[src/rtl/three_phase_pwm_capture.sv]
// Measures each phase's PWM high time over a 4*P carrier window and converts it back to a signed modulator estimate.
// Optional per-phase glitch filter after the synchronizers: define PWM_CAPTURE_GLITCH_FILTER_EN.
module three_phase_pwm_capture #(
  parameter int pwm_period_width = 16,
  parameter int sync_stages      = 2,
  parameter int filt_len         = 4
) (
  input  logic                               aclk,
  input  logic                               resetn,
  input  logic                               capture_en,
  input  logic signed [pwm_period_width-1:0] pwm_period,
  input  logic                               pwm_a_in,
  input  logic                               pwm_b_in,
  input  logic                               pwm_c_in,
  output logic signed [pwm_period_width-1:0] mod_a_est,
  output logic signed [pwm_period_width-1:0] mod_b_est,
  output logic signed [pwm_period_width-1:0] mod_c_est,
  output logic                               m_valid,
  input  logic                               m_ready,
  output logic                               overrun,
  input  logic                               overrun_clr
);
  localparam int W  = pwm_period_width;
  localparam int CW = W + 2;

  typedef enum logic {ST_IDLE, ST_RUN} state_t;

  logic [2:0]             pin_raw;
  logic [2:0]             lvl;
  logic [sync_stages-1:0] sync_q [3];
  logic [sync_stages-1:0] sync_d [3];

  assign pin_raw = {pwm_c_in, pwm_b_in, pwm_a_in};

  // Bit 0 takes the raw pin; the MSB is the synchronized level.
  for (genvar gi = 0; gi < 3; gi++) begin : g_sync
    assign sync_d[gi] = {sync_q[gi][sync_stages-2:0], pin_raw[gi]};
    always_ff @(posedge aclk or negedge resetn) begin
      if (!resetn) sync_q[gi] <= '0;
      else         sync_q[gi] <= sync_d[gi];
    end
  end

`ifdef PWM_CAPTURE_GLITCH_FILTER_EN
  localparam int             FCW       = $clog2(filt_len) + 1;
  localparam logic [FCW-1:0] FILT_LAST = FCW'(filt_len - 1);

  logic [FCW-1:0] filt_cnt_q [3];
  logic [FCW-1:0] filt_cnt_d [3];
  logic           filt_lvl_q [3];
  logic           filt_lvl_d [3];

  // Counter tracks consecutive samples that disagree with the accepted level.
  for (genvar gi = 0; gi < 3; gi++) begin : g_filt
    logic sample;
    assign sample         = sync_q[gi][sync_stages-1];
    assign filt_cnt_d[gi] = (sample == filt_lvl_q[gi] || filt_cnt_q[gi] == FILT_LAST) ?
                            '0 : filt_cnt_q[gi] + FCW'(1);
    assign filt_lvl_d[gi] = (sample != filt_lvl_q[gi] && filt_cnt_q[gi] == FILT_LAST) ?
                            sample : filt_lvl_q[gi];
    assign lvl[gi]        = filt_lvl_q[gi];
    always_ff @(posedge aclk or negedge resetn) begin
      if (!resetn) begin
        filt_cnt_q[gi] <= '0;
        filt_lvl_q[gi] <= 1'b0;
      end else begin
        filt_cnt_q[gi] <= filt_cnt_d[gi];
        filt_lvl_q[gi] <= filt_lvl_d[gi];
      end
    end
  end
`else
  for (genvar gi = 0; gi < 3; gi++) begin : g_nofilt
    assign lvl[gi] = sync_q[gi][sync_stages-1];
  end
`endif

  state_t              state_q, state_d;
  logic signed [W-1:0] pl_q, pl_d, pl_done_q, pl_done_d;
  logic [CW-1:0]       win_q, win_d, win_last;
  logic [CW-1:0]       hi_q [3];
  logic [CW-1:0]       hi_d [3];
  logic [CW-1:0]       hi_done_q [3];
  logic [CW-1:0]       hi_done_d [3];
  logic                pend_q, pend_d;
  logic                m_valid_q, m_valid_d;
  logic                overrun_q, overrun_d;
  logic signed [W-1:0] est_q [3];
  logic signed [W-1:0] est_d [3];
  logic signed [CW-1:0] pl_ext;
  logic                period_ok, load, drop;

  assign period_ok = !pwm_period[W-1] && (pwm_period != '0);
  assign win_last  = {pl_q, 2'b00} - CW'(1);

  always_comb begin
    state_d   = state_q;
    pl_d      = pl_q;
    win_d     = win_q;
    pl_done_d = pl_done_q;
    pend_d    = 1'b0;
    for (int i = 0; i < 3; i++) begin
      hi_d[i]      = hi_q[i];
      hi_done_d[i] = hi_done_q[i];
    end
    case (state_q)
      ST_IDLE: begin
        if (capture_en && period_ok) begin
          state_d = ST_RUN;
          pl_d    = pwm_period;
          win_d   = '0;
          for (int i = 0; i < 3; i++) hi_d[i] = '0;
        end
      end
      ST_RUN: begin
        if (!capture_en) begin
          state_d = ST_IDLE;
          win_d   = '0;
          for (int i = 0; i < 3; i++) hi_d[i] = '0;
        end else if (win_q == win_last) begin
          // Close: freeze the totals including this cycle's sample, then restart with a fresh period.
          pend_d    = 1'b1;
          pl_done_d = pl_q;
          win_d     = '0;
          for (int i = 0; i < 3; i++) begin
            hi_done_d[i] = hi_q[i] + CW'(lvl[i]);
            hi_d[i]      = '0;
          end
          if (period_ok) pl_d = pwm_period;
          else           state_d = ST_IDLE;
        end else begin
          win_d = win_q + CW'(1);
          for (int i = 0; i < 3; i++) hi_d[i] = hi_q[i] + CW'(lvl[i]);
        end
      end
      default: state_d = ST_IDLE;
    endcase
  end

  assign pl_ext = {{2{pl_done_q[W-1]}}, pl_done_q};
  assign load   = pend_q && (!m_valid_q || m_ready);
  assign drop   = pend_q && m_valid_q && !m_ready;

  for (genvar gi = 0; gi < 3; gi++) begin : g_conv
    logic signed [CW-1:0] diff, sat;
    assign diff      = $signed(hi_done_q[gi] >> 1) - pl_ext;
    assign sat       = (diff > pl_ext) ? pl_ext : (diff < -pl_ext) ? -pl_ext : diff;
    assign est_d[gi] = load ? W'(sat) : est_q[gi];
  end

  always_comb begin
    m_valid_d = m_valid_q;
    overrun_d = overrun_q;
    if (load)                        m_valid_d = 1'b1;
    else if (m_valid_q && m_ready)   m_valid_d = 1'b0;
    if (overrun_clr) overrun_d = 1'b0;
    if (drop)        overrun_d = 1'b1;
  end

  always_ff @(posedge aclk or negedge resetn) begin
    if (!resetn) begin
      state_q   <= ST_IDLE;
      pl_q      <= '0;
      pl_done_q <= '0;
      win_q     <= '0;
      pend_q    <= 1'b0;
      m_valid_q <= 1'b0;
      overrun_q <= 1'b0;
      for (int i = 0; i < 3; i++) begin
        hi_q[i]      <= '0;
        hi_done_q[i] <= '0;
        est_q[i]     <= '0;
      end
    end else begin
      state_q   <= state_d;
      pl_q      <= pl_d;
      pl_done_q <= pl_done_d;
      win_q     <= win_d;
      pend_q    <= pend_d;
      m_valid_q <= m_valid_d;
      overrun_q <= overrun_d;
      for (int i = 0; i < 3; i++) begin
        hi_q[i]      <= hi_d[i];
        hi_done_q[i] <= hi_done_d[i];
        est_q[i]     <= est_d[i];
      end
    end
  end

  assign mod_a_est = est_q[0];
  assign mod_b_est = est_q[1];
  assign mod_c_est = est_q[2];
  assign m_valid   = m_valid_q;
  assign overrun   = overrun_q;

endmodule

[config.mk]
export PLATFORM = sky130hd
export DESIGN_NAME = three_phase_pwm_capture
export DESIGN_NICKNAME = d
export VERILOG_FILES = /design/src/rtl/three_phase_pwm_capture.sv
export SDC_FILE = /design/constraint.sdc
export NUM_CORES = 1
export LEC_CHECK = 0
export BUFFER_PORTS_ARGS = -buffer_cell sky130_fd_sc_hd__buf_4
export CAP_MARGIN = 30
export CORE_ASPECT_RATIO = 0.5
export CORE_MARGIN = 5
export CORE_UTILIZATION = 40
export DETAILED_ROUTE_END_ITERATION = 10
export PLACE_DENSITY = 0.53
export SKIP_LAST_GASP = 1
export SYNTH_ARGS = -nofsm -noshare
export SYNTH_HDL_FRONTEND = slang
export SYNTH_SLANG_ARGS = --single-unit
[constraint.sdc]
create_clock -name aclk -period 14.3 [get_ports aclk]
set_input_delay 0.715 -clock aclk [delete_from_list [all_inputs] [get_ports aclk]]
set_output_delay 0.715 -clock aclk [all_outputs]
set_load 0.01 [all_outputs]
== Yosys cells after proc, flatten, opt, wreduce, memory -nomap -nowiden ==
Cells that the tools add are included.

* Register bits: 216
* Latch bits: 0
* Bits in writable memories: 0
* Memory bits (read-only): 0
* Output and inout bits: 50
* Word-level logic and storage cells: 86
* Memories kept: 0

* Add/sub/neg operators: 9
* Multipliers: 0
* Div/mod/pow operators: 0
* Order comparisons: 6
* Eq/ne operators: 5
* Shift operators: 0
* Muxes and demuxes: 31
* Bitwise gates (word level): 1
* Reduce and logical (&&, ||, !) cells: 15

{| class="wikitable"
|+ Operators with widths
! operator !! count
|-
| $mux W54 || 3
|-
| $mux W16 || 10
|-
| $pmux W54 S2 || 1
|-
| $add A18 B1 Y18 || 3
|-
| $gt A18 B16 Y1 || 3
|-
| $lt A18 B18 Y1 || 3
|-
| $mux W18 || 3
|-
| $sub A18 B16 Y18 || 3
|-
| $pmux W18 S2 || 1
|-
| $pmux W16 S2 || 1
|-
| $add A18 B1 Y18 const B || 1
|-
| $eq A18 B18 Y1 || 1
|-
| $neg A16 Y18 || 1
|-
| $sub A18 B1 Y18 const B || 1
|-
| $reduce_bool A16 Y1 || 1
|-
| $mux W1 || 11
|-
| $logic_and A1 B1 Y1 || 6
|-
| $ne A2 B1 Y1 const B || 2
|-
| $ne A2 B2 Y1 const B || 2
|-
| $reduce_and A4 Y1 || 1
|-
| $reduce_bool A2 Y1 || 2
|-
| $logic_not A1 Y1 || 3
|-
| $reduce_and A3 Y1 || 1
|-
| $pmux W1 S2 || 1
|-
| other kinds (2) || 2
|}

== Longest topological paths before layout ==
Gate-level depths: netlist of run 1.

* Depth in word-level cells: 6
* Mapped depth: 24
* Depth with buffers taken out: 23

== Least setup slack after synthesis of run 1 ==
OpenSTA, ideal clock, no wires.

* Path kind: register -> register
* From: register pl_done_q[1]
* To: register est_q, in the netlist mod_a_est[8]
* Arrival time: 4.935 ns
* Path slack: 9.216 ns
* Cell stages (with the launch flop): 19
* Path buffers: 1
* Cells stage by stage: dfrtp_1 inv_1 fa_1 a21o_1 a21o_1 a2111oi_0 o21ai_0 a41oi_1 o21bai_1 a21oi_1 xnor2_1 ha_1 a211oi_1 nand4b_1 o221ai_1 clkbuf_1 mux2_2 nand3_1 o311ai_0

* Cells in the longest elaborated chain, start to end: 4

{| class="wikitable"
|+ RTL lines
! item !! line !! source
|-
| from (decl) || 79 || <nowiki>logic signed [W-1:0] pl_q, pl_d, pl_done_q, pl_done_d;</nowiki>
|-
| from (signal assigned) || 177 || <nowiki>pl_done_q <= pl_done_d;</nowiki>
|-
| $sub A18 B16 Y18 or $neg A16 Y18 (tied branches) || 146, 147 ||
|-
| $lt A18 B18 Y1 || 147 || <nowiki>assign sat = (diff > pl_ext) ? pl_ext : (diff < -pl_ext) ? -pl_ext : diff;</nowiki>
|-
| $mux W16 || 147 ||
|-
| $mux W16 (*) || 147 ||
|-
| to (signal, indexed assignment) || 185 || <nowiki>est_q[i] <= est_d[i];</nowiki>
|-
| to (decl) || 88 || <nowiki>logic signed [W-1:0] est_q [3];</nowiki>
|}

Mark *: on every way between the ends. The rest lies on a longest branch, timed or not.
A chain may end at the register's enable or synchronous reset.

== Worst setup path in the final report of run 1 ==
* From: register pl_done_q[0]
* To: register est_q, in the netlist mod_a_est[6]

The elaborated chain is that of the path after synthesis.

==> results of run 1 <==
## Yosys cell counts, types with 5 or more instances
master and count:
ha_1 161, a21oi_1 77, o2111ai_1 6, nand2_1 191, nand2b_1 22, o311ai_0 15, mux2_2 33, o211ai_1 11
or3_1 7, and2_1 6, a22oi_1 7, o21a_1 22, a21o_1 35, nor2b_1 24, nor2_1 119, mux2_4 10
buf_4 6, nand4_1 29, and3_1 33, clkbuf_1 60, o21ai_0 159, xor2_1 32, buf_6 6, a211o_1 7
o41ai_1 8, o221ai_1 11, o21bai_1 5, o21ai_1 31, a31oi_1 8, nand3_1 69, o31ai_1 22, nor3_1 46
a211oi_1 9, a221o_1 6, dfrtp_1 213, nor4_1 14, mux2i_1 28, xnor2_1 103, inv_1 73
## flip-flops by register name (all words and copies together), names as in the netlist
register,cells
hi_done_q,51
hi_q,54
lvl,3
m_valid,1
mod_a_est,16
mod_b_est,16
mod_c_est,16
overrun,1
pend_q,1
pl_done_q,16
pl_q,16
state_q,1
sync_d,3
win_q,18
## metrics by stage
step,setup slack (ps),utilization (%),cell area [um2],std cells
after floorplan,9220,-,15900,1797
after global placement,8350,43.3,16900,2340
after detailed placement,8230,43.3,16900,2343
after CTS,8230,45.4,17700,2385
after global routing,7750,45.5,17800,2386
final,8180,45.5,17800,2386
## worst max-delay path: cells and delay by family, from the launching register on
kind | cells | cell delay [ps]
compound gates | 10 | 3040
xor+xnor | 1 | 200
fa+ha+maj | 3 | 1000
buf+inv | 2 | 380
flops | 1 | 770
mux | 1 | 350
simple gates | 2 | 220
## cell type report
class	count	area [um2]	share of cell area (%)
Clock buffer	34	688	3.87
Multi-Input combinational cell	1433	9940	56.0
Inverter	73	274	1.54
Timing Repair Buffer	95	748	4.21
Clock inverter	8	123	0.690
Sequential cell	213	5330	30.0
Tap cell	530	663	3.73
## cells in the final DEF (no fill, tap or decap), types with 27 or more instances in the layout
| cell type | instances |
|---|---|
| nor2_1 | 118 |
| and3_1 | 33 |
| nand4_1 | 29 |
| xnor2_1 | 103 |
| dfrtp_1 | 213 |
| ha_1 | 161 |
| xor2_1 | 32 |
| buf_4 | 92 |
| mux2_2 | 33 |
| a21oi_1 | 76 |
| inv_1 | 73 |
| a21o_1 | 35 |
| o21ai_0 | 159 |
| nor3_1 | 46 |
| nand3_1 | 69 |
| o21ai_1 | 29 |
| nand2_1 | 190 |
| mux2i_1 | 27 |
## kinds of logic (layout without fill, tap and decap cells)
kind of cell | count (synthesis) | after routing | share of synthesized area (%)
XOR/XNOR | 135 | 135 | 7.44
flip-flops | 213 | 213 | 33.6
AND/OR/NAND/NOR | 579 | 579 | 17.3
multiplexers | 71 | 71 | 5.05
adder cells (fa/ha/maj) | 165 | 165 | 13.1
AO/OA/AOI/OAI | 483 | 483 | 19.5
buffers and inverters | 151 | 210 | 4.02
## per-layer routing
metal | share of wire [%] | wire [um] | vias up
li1 | - | - | 6637
met1 | 53 | 26000 | 6278
met2 | 37 | 18500 | 432
met3 | 7.9 | 3920 | 67
met4 | 2.2 | 1070 | 0
met5 | 0 | 0 | -
## final timing paths
kind                                     startpoint                        end  slack [ps]  cells after the start
hold / removal                               resetn      win_q[15]$_DFFE_PN0P_         150                      1
max in group asynchronous                    resetn  mod_c_est[12]$_DFFE_PN0P_       12370                      4
min in group aclk                          pwm_b_in        sync_d[3]$_DFF_PN0_         260                      1
setup reg to reg           pl_done_q[0]$_DFFE_PN0P_   mod_a_est[6]$_DFFE_PN0P_        8180                     19
hold reg to reg                 sync_d[5]$_DFF_PN0_           lvl[0]$_DFF_PN0_         360                      0
setup / recovery           pl_done_q[0]$_DFFE_PN0P_   mod_a_est[6]$_DFFE_PN0P_        8180                     19
## report_power, final
part           internal, mW  switching [mW]
Clock                 0.373           0.276
Combinational        0.0432          0.0670
Sequential            0.615          0.0289
Total                  1.03           0.372
==> reports/summary.txt, run 1 <==
Largest net degree at the start of global routing - 85
Fill cell count - 3,852
Max-slew violation count - 0
Hold WC Path Type - in -> async
H-tree levels - 1
Synth area leaders - dfrtp_1, ha_1, xnor2_1
Final net count - 2,028
Met3 Resource Use GR - 4.88%
Post-synth EDFFs - 0
Critical path's slowest cell - dfrtp_1
Arrival time at the worst endpoint - 6510 ps
Core Area - 0.0391 mm2
Vias in the first global route - 12,785
CTS root buf - clkbuf_16
CP startpoint kind - flop
Hold Buf Count CTS - 0
Hold Fails Final Rpt - 0
Drt pass-1 iters - 6
Worst slew margin - 34.1%
Crit path time final - 6120 ps
Placement row count - 51
Die Span X - 292 um
Synth Cell Area - 0.0159 mm2
Max Clk Rate - 164 MHz
Setup bufs post-CTS - 0
Average wire per standard cell - 20.7 um
ANT cells - 0
Outcome - complete, no violations
Port bufs - 73
Layout cells sized above 1 - 10.5%
Met2 GRT Util - 30.2%
Initial antenna violation count - 0
TritonCTS Buffers - 24
Post-synth net total - 1,985
Final setup viols - 0
First-pass GRT wire length - 77,000 um
Via-to-Cell Ratio - 5.62
Synth cell types - 76
Total gr overflow - 0
PwrDens - 79.0 mW/mm2
Max cap viols - 0
Routed WL - 49,400 um
Post-synthesis register bit count - 213
Iter 0 DRT Violations - 1,181
Main flop type after synthesis - dfrtp_1
Cells after Synth - 1,797
Area leader, netlist - dfrtp_1
CP peak stage delay - 770 ps
Busiest grt layer - met1
Warnings from Yosys - 0
Final period util - 42.8%
RD Place Congestion - 0.928
Die height - 151 um
# resized after CTS - 0
Hold_ws - 152 ps
Starting density of the core - 40.7%
Clock Latency Late Sink - 570 ps
Dpl hpwl - 36,300 um
CTS tree - yes
IR drop worst, VDD - 0.0760 mV
Worst-path clk slew - 70 ps
Setup TNS - 0 ps
Die ar. - 0.0440 mm2
Asr flop ratio synth - 100%
Endpoint class of the critical path - flop
Part of the Yosys area used for sequential elements - 33.6%
DRC viols - 0
CTS max path bufs - 3
Leak - 8.06 nW
Setup CP Type - reg -> reg
Worst path required time - 14,700 ps
Unrepaired setup endpoints after global routing - false
Via count - 13,414
Worst Max-Slew Pin Slew - 987 ps
Gr usage total - 22.3%
DRT antenna net count - 0
Synthesized area per cell - 8.84 um2
Total chip power - 1.40 mW
Met1 Usage GRT - 35.5%
Area growth from synthesis to layout - 11.8%
Clock Skew - 21.6 ps
CP max FO - 14
Clk sinks - 213
Crit-path cells - ha_1, inv_1, fa_1, a21o_1, a21o_1, a2111oi_0, o21ai_0, a41oi_1, o21bai_1, a21oi_1, xnor2_1, ha_1, a211oi_1, nand4b_1, o221ai_1, buf_4, mux2_2, nand3_1, o311ai_0
Area share of the leading cell type in the synthesized netlist - 33.6%
IO Count - 74
Power figures use the tool's default switching activity.
==> run 2, diff against run 1 <==
--- a/config.mk
+++ b/config.mk
@@ -11,7 +11,7 @@
 export CORE_MARGIN = 5
 export CORE_UTILIZATION = 40
 export DETAILED_ROUTE_END_ITERATION = 10
-export PLACE_DENSITY = 0.53
+export PLACE_DENSITY = 0.55
 export SKIP_LAST_GASP = 1
 export SYNTH_ARGS = -nofsm -noshare
 export SYNTH_HDL_FRONTEND = slang
==> constraint.sdc (replaced) <==
create_clock -name aclk -period 5.1 [get_ports aclk]
set_input_delay 0.255 -clock aclk [delete_from_list [all_inputs] [get_ports aclk]]
set_output_delay 0.255 -clock aclk [all_outputs]
set_load 0.01 [all_outputs]
==> reports/summary.txt, run 2 (same netlist as run 1, synthesis figures left out) <==
Gr usage total - 22.2% (was 22.3%)
Total gr overflow - 0 (unchanged)
Die Span X - 292 um (unchanged)
Layout cells sized above 1 - 13.5% (was 10.5%)
Outcome - complete, no violations (unchanged)
Die ar. - 0.0440 mm2 (unchanged)
Max reg flops - 54 (unchanged)
Area growth from synthesis to layout - 16.1% (was 11.8%)
CTS tree - yes (unchanged)
Die height - 151 um (unchanged)
Initial antenna violation count - 0 (unchanged)
Hold Fails Final Rpt - 0 (unchanged)
PwrDens - 204 mW/mm2 (was 79.0 mW/mm2)
IR drop worst, VDD - 0.219 mV (was 0.0760 mV)
Clock Skew - 22.7 ps (was 21.6 ps)
Worst path required time - 5520 ps (was 14,700 ps)
CP bufs+invs - 4 (was 2)
Flop pwr share - 47.9% (was 45.9%)
CP peak stage delay - 380 ps (was 770 ps)
Largest net degree at the start of global routing - 133 (was 85)
Worst-path clk slew - 70 ps (about the same)
Port bufs - 73 (unchanged)
RD Place Congestion - 0.949 (was 0.928)
CTS max path bufs - 3 (unchanged)
Dpl hpwl - 37,000 um (was 36,300 um)
Commonest non-fill, non-tap cell in the layout - dfrtp_1 (unchanged)
Clock Latency Late Sink - 550 ps (was 570 ps)
Unrepaired setup endpoints after global routing - true (was false)
Reg-to-reg setup timing slack - 280 ps (was 8180 ps)
Switching power - 0.988 mW (was 0.372 mW)
Crit-path cells - inv_1, ha_1, inv_1, fa_2, a211o_1, a21o_1, a2111oi_2, buf_4, o31a_1, o21ai_0, a21oi_1, xnor2_1, ha_1, nand2_1, or3_1, o22ai_1, o41ai_2, a211oi_2, a21oi_2, buf_12, nand2_1, nor2_1, a211o_1 (was ha_1, inv_1, fa_1, a21o_1, a21o_1, a2111oi_0, o21ai_0, a41oi_1, o21bai_1, a21oi_1, xnor2_1, ha_1, a211oi_1, nand4b_1, o221ai_1, buf_4, mux2_2, nand3_1, o311ai_0)
Crit path time final - 4820 ps (was 6120 ps)
H-tree levels - 1 (unchanged)
Layout Cells excl Fill - 2,462 (was 2,386)
Max-slew violation count - 0 (unchanged)
Max cap viols - 0 (unchanged)
Drt pass-1 iters - 7 (was 6)
CTS root buf - clkbuf_16 (unchanged)
Leak - 8.43 nW (was 8.06 nW)
Inst Count DP - 2,399 (was 2,343)
P_int - 2.77 mW (was 1.03 mW)
Logic pwr share - 8.6% (was 7.9%)
Worst R2R Path Depth - 23 (was 19)
Vias in the first global route - 13,091 (was 12,785)
DP Area - 0.0174 mm2 (was 0.0169 mm2)
Final net count - 2,104 (was 2,028)
Worst Max-Slew Pin Slew - 871 ps (was 987 ps)
Fill cell count - 3,850 (was 3,852)
Hold WC Path Type - in -> reg (was in -> async)
Critical path's slowest cell - dfrtp_1 (unchanged)
Area occupied by multi-input gates - 0.0100 mm2 (was 0.00994 mm2)
Register area - 0.00533 mm2 (unchanged)
Clock Power Share - 43.4% (was 46.3%)
CP startpoint kind - flop (unchanged)
DRT antenna net count - 0 (unchanged)
Routed WL - 49,600 um (was 49,400 um)
Placement row count - 51 (unchanged)
Hold endpoint - m_valid$_DFFE_PN0P_
Clk sinks - 213 (unchanged)
Final period util - 94.6% (was 42.8%)
Top reg by flops - hi_q (unchanged)
First-pass GRT wire length - 77,100 um (was 77,000 um)
IO Count - 74 (unchanged)
Core Area - 0.0391 mm2 (unchanged)
Iter 0 DRT Violations - 1,288 (was 1,181)
Final setup viols - 0 (unchanged)
Final non-filler cell area - 0.0184 mm2 (was 0.0178 mm2)
TritonCTS Buffers - 22 (was 24)
Worst path top cell family by delay - compound AO/OA/AOI/OAI gates (unchanged)
Most frequent cells in the layout - dfrtp_1, nand2_1, ha_1, o21ai_0, buf_4 (was dfrtp_1, nand2_1, ha_1, o21ai_0, nor2_1)
Biggest regs - hi_q: 54 flops, hi_done_q: 51 flops, win_q: 18 flops (unchanged)
CP max FO - 26 (was 14)
DRC viols - 0 (unchanged)
Starting density of the core - 40.7% (unchanged)
Setup CP Type - reg -> reg (unchanged)
Reg2Reg Launch Point - hi_done_q[1]$_DFFE_PN0P_ (was pl_done_q[0]$_DFFE_PN0P_)
Endpoint class of the critical path - flop (unchanged)
Average wire per standard cell - 20.1 um (was 20.7 um)
Via count - 13,793 (was 13,414)
R2r endpoint - mod_c_est[8]$_DFFE_PN0P_ (was mod_a_est[6]$_DFFE_PN0P_)
Hold_sp - m_ready
Worst hold stages - 3
Via-to-Cell Ratio - 5.60 (was 5.62)
Worst slew margin - 42.0% (was 34.1%)
Sw frac - 26.3% (was 26.5%)
Max Clk Rate - 207 MHz (was 164 MHz)
Arrival time at the worst endpoint - 5240 ps (was 6510 ps)
==> run 2: worst max path at each step <==
stage                                         from                       end  slack (ps)  cells past startpoint
after floorplan           pl_done_q[1]$_DFFE_PN0P_  mod_a_est[8]$_DFFE_PN0P_          20                     18
after global placement    hi_done_q[1]$_DFFE_PN0P_  mod_c_est[8]$_DFFE_PN0P_          60                     24
after detailed placement  hi_done_q[1]$_DFFE_PN0P_  mod_c_est[8]$_DFFE_PN0P_          20                     24
after CTS                 hi_done_q[1]$_DFFE_PN0P_  mod_c_est[8]$_DFFE_PN0P_          10                     24
after global routing      hi_done_q[1]$_DFFE_PN0P_  mod_c_est[5]$_DFFE_PN0P_         -70                     23
final                     hi_done_q[1]$_DFFE_PN0P_  mod_c_est[8]$_DFFE_PN0P_         280                     23
==> run 2: power groups by stage <==
| stage | clock network, mW | registers, mW | logic (mW) |
|---|---|---|---|
| finish | 1.63 | 1.80 | 0.325 |
| global route | 1.74 | 1.81 | 0.365 |
| CTS | 1.68 | 1.80 | 0.324 |
| detailed placement | 0 | 1.83 | 0.310 |
| global placement | 0 | 1.83 | 0.307 |
| floorplan | 0 | 1.79 | 0.215 |
==> run 2: repair_timing <==
action                                 in CTS  in global routing
hold buffers                               20                  0
endpoints found under the hold margin     100                  0
setup buffers                               2                  0
pin swaps                                   2                  7
resized for setup                           1                 16
setup endpoints to repair                   1                 29
==> run 2: tightest hold or removal path: stages <==
cell and delay, ps:
buf_4 70, nand2b_1 160, nand2_1 70
==> run 2: per-stage QoR <==
stage	setup WS [ps]	power (mW)	utilization, %	hold slack [ps]	setup TNS (ps)
final	276	3.76	47.2	70.8	0
after global routing	-66.6	3.91	47.2	80.2	-327
after CTS	9.66	3.80	47.0	48.9	0
after detailed placement	24.4	2.14	44.6	296	0
after global placement	64.0	2.14	44.6	297	0
after floorplan	16.0	2.01	-	-40.6	0
==> run 2: final cells by class <==
type / count / area share [%]
clock buffer: 33 / 3.43
antenna: 1 / 0.0136
multi-input combinational: 1433 / 54.3
timing repair buffer: 173 / 7.80
inverter: 73 / 1.49
clock inverter: 6 / 0.455
sequential: 213 / 28.9
tap: 530 / 3.60
==> run 2: per-layer routing <==
| layer | global-route usage [%] | up-vias | wire (um) |
|---|---|---|---|
| met3 | 4.48 | 74 | 3550 |
| met2 | 31.4 | 383 | 19500 |
| met1 | 34.7 | 6556 | 25400 |
| met5 | 0 | - | 0 |
| li1 | - | 6780 | - |
| met4 | 4.85 | 0 | 1130 |
==> run 3, diff against run 2 <==
--- a/config.mk
+++ b/config.mk
@@ -7,11 +7,13 @@
 export LEC_CHECK = 0
 export BUFFER_PORTS_ARGS = -buffer_cell sky130_fd_sc_hd__buf_4
 export CAP_MARGIN = 30
+export CELL_PAD_IN_SITES_DETAIL_PLACEMENT = 1
+export CELL_PAD_IN_SITES_GLOBAL_PLACEMENT = 1
 export CORE_ASPECT_RATIO = 0.5
 export CORE_MARGIN = 5
 export CORE_UTILIZATION = 40
 export DETAILED_ROUTE_END_ITERATION = 10
-export PLACE_DENSITY = 0.55
+export PLACE_DENSITY = 0.69
 export SKIP_LAST_GASP = 1
 export SYNTH_ARGS = -nofsm -noshare
 export SYNTH_HDL_FRONTEND = slang
==> reports/summary.txt, run 3 (same netlist as run 1, synthesis figures left out) <==
Arrival time at the worst endpoint - 5430 ps (was 5240 ps)
Outcome - complete, no violations (unchanged)
Worst path required time - 5530 ps (was 5520 ps)
Final period util - 98.1% (was 94.6%)
Routed WL - 55,000 um (was 49,600 um)
Final setup viols - 0 (unchanged)
Max-slew violation count - 0 (unchanged)
Reg2Reg Launch Point - pl_done_q[0]$_DFFE_PN0P_ (was hi_done_q[1]$_DFFE_PN0P_)
CP max FO - 5 (was 26)
Crit path time final - 5000 ps (was 4820 ps)
Gr usage total - 24.5% (was 22.2%)
Dpl hpwl - 41,200 um (was 37,000 um)
Final worst slack - 98.2 ps (was 276 ps)
Post-Route Utilization - 47.8% (was 47.2%)
Most frequent cells in the layout - dfrtp_1, nand2_1, buf_4, ha_1, o21ai_0 (was dfrtp_1, nand2_1, ha_1, o21ai_0, buf_4)
Die ar. - 0.0440 mm2 (unchanged)
CTS root buf - clkbuf_16 (unchanged)
Iter 0 DRT Violations - 1,012 (was 1,288)
Core Area - 0.0391 mm2 (unchanged)
Max Clk Rate - 200 MHz (was 207 MHz)
Drt pass-1 iters - 5 (was 7)
Average wire per standard cell - 22.1 um (was 20.1 um)
CTS max path bufs - 3 (unchanged)
Max reg flops - 54 (unchanged)
Flop pwr share - 46.7% (was 47.9%)
Area occupied by multi-input gates - 0.0100 mm2 (about the same)
PwrDens - 207 mW/mm2 (was 204 mW/mm2)
Setup CP Type - reg -> reg (unchanged)
Via count - 14,249 (was 13,793)
TritonCTS Buffers - 23 (was 22)
Final net count - 2,126 (was 2,104)
Largest net degree at the start of global routing - 115 (was 133)
Register area - 0.00533 mm2 (unchanged)
CTS tree - yes (unchanged)
Hold_sp - m_ready (unchanged)
H-tree levels - 1 (unchanged)
Starting density of the core - 40.7% (unchanged)
Max cap viols - 0 (unchanged)
Placement row count - 51 (unchanged)
P_int - 2.82 mW (was 2.77 mW)
Layout cells sized above 1 - 15.1% (was 13.5%)
Endpoint class of the critical path - flop (unchanged)
First-pass GRT wire length - 84,800 um (was 77,100 um)
IO Count - 74 (unchanged)
Leak - 8.56 nW (was 8.43 nW)
Clock Power Share - 44.6% (was 43.4%)
Vias in the first global route - 14,434 (was 13,091)
Worst-path clk slew - 60 ps (was 70 ps)
Die Span X - 292 um (unchanged)
Logic pwr share - 8.8% (was 8.6%)
Top reg by flops - hi_q (unchanged)
Via-to-Cell Ratio - 5.73 (was 5.60)
Initial antenna violation count - 1 (was 0)
Fill cell count - 4,609 (was 3,850)
RD Place Congestion - 0.944 (was 0.949)
IR drop worst, VDD - 0.201 mV (was 0.219 mV)
Die height - 151 um (unchanged)
Biggest regs - hi_q: 54 flops, hi_done_q: 51 flops, win_q: 18 flops (unchanged)
Port bufs - 73 (unchanged)
Area growth from synthesis to layout - 17.6% (was 16.1%)
Total gr overflow - 0 (unchanged)
Worst slew margin - 42.9% (was 42.0%)
Switching power - 1.05 mW (was 0.988 mW)
Worst Max-Slew Pin Slew - 856 ps (was 871 ps)
DRC viols - 0 (unchanged)
CP startpoint kind - flop (unchanged)
Clk sinks - 213 (unchanged)
Post-place setup slack - -101 ps (was 24.4 ps)
Hold Fails Final Rpt - 0 (unchanged)
DRT antenna net count - 0 (unchanged)
Commonest non-fill, non-tap cell in the layout - dfrtp_1 (unchanged)
CP startpoint - pl_done_q[0]$_DFFE_PN0P_ (was hi_done_q[1]$_DFFE_PN0P_)
Sw frac - 27.0% (was 26.3%)
Clock Latency Late Sink - 560 ps (was 550 ps)
Hold WC Path Type - in -> reg (unchanged)
Clock Skew - 24.8 ps (was 22.7 ps)
-- run 3: changes by cell type in the layout (fill, tap and decap cells not counted), moves of 2 or more --
cell        delta
buf_2          +2
clkinv_2       +4
clkinvlp_4     +2
clkbuf_1       -6
buf_4         +18
a2111oi_0      -2
-- run 3: stage by stage --
| stage | setup TNS (ps) | std cells | instance area, um2 | total power [mW] | hold WS, ps |
|---|---|---|---|---|---|
| 2_1_floorplan | 0 | 1797 | 15900 | 2.01 | -40.6 |
| 3_3_place_gp | 0 | 2412 | 17500 | 2.14 | 334 |
| 3_5_place_dp | -190 | 2413 | 17500 | 2.15 | 336 |
| 4_1_cts | 0 | 2480 | 18500 | 3.92 | 24.0 |
| 5_1_grt | -918 | 2486 | 18700 | 4.03 | 62.8 |
| 6_report | 0 | 2486 | 18700 | 3.87 | 50.1 |
-- run 3: layout make-up --
| cell class | instances | area share [%] |
|---|---|---|
| diodes | 1 | 0.0134 |
| flip-flops and latches | 213 | 28.5 |
| well taps | 530 | 3.55 |
| clock inverters | 13 | 0.630 |
| repair buffers | 194 | 8.54 |
| inverters | 73 | 1.47 |
| multi-input cells | 1433 | 53.8 |
| clock buffers | 29 | 3.47 |
-- run 3: final timing paths --
kind,to,cells after the start,slack (ps)
hold / removal,m_valid$_DFFE_PN0P_,3,50
setup reg to reg,mod_c_est[8]$_DFFE_PN0P_,23,100
min in group asynchronous,win_q[10]$_DFFE_PN0P_,2,300
max in group asynchronous,mod_a_est[6]$_DFFE_PN0P_,3,3670
hold reg to reg,lvl[2]$_DFF_PN0_,0,350
setup / recovery,mod_c_est[8]$_DFFE_PN0P_,23,100
-- run 3: layer usage --
layer,global-route usage (%),up-vias,wire [um]
li1,-,6810,-
met1,37.2,7023,28200
met4,5.58,0,1300
met2,36.1,342,22200
met3,4.48,74,3210
met5,0,-,0
-- run 3: power by group through the flow --
stage	clock network [mW]	logic, mW	registers [mW]
2_1_floorplan	0	0.215	1.79
3_3_place_gp	0	0.312	1.83
3_5_place_dp	0	0.320	1.83
4_1_cts	1.78	0.336	1.80
5_1_grt	1.85	0.374	1.81
6_report	1.73	0.339	1.81
-- run 3: repair_timing --
action / in CTS / in global routing
endpoints found under the setup margin: 8 / 46
cloned: 1 / 1
hold buffers: 20 / 0
resized for setup: 5 / 20
buffers inserted: 4 / 4
hold endpoints to repair: 118 / 0
pin swaps: 4 / 13
-- run 3: critical path, cell delays in order, from the launching register on --
cell	delay (ps)
dfrtp_1	420
ha_1	200
inv_1	60
fa_2	340
a211o_1	300
a21o_1	210
a2111oi_4	300
buf_4	160
o31a_1	160
o21ai_0	130
a21oi_2	220
o21bai_1	110
a21oi_2	170
xnor2_2	110
ha_2	210
nor4_2	300
a32oi_1	190
nor2_1	190
nand2_1	130
a22oi_2	280
buf_6	180
mux2i_1	190
nor2_1	60
a211o_1	270
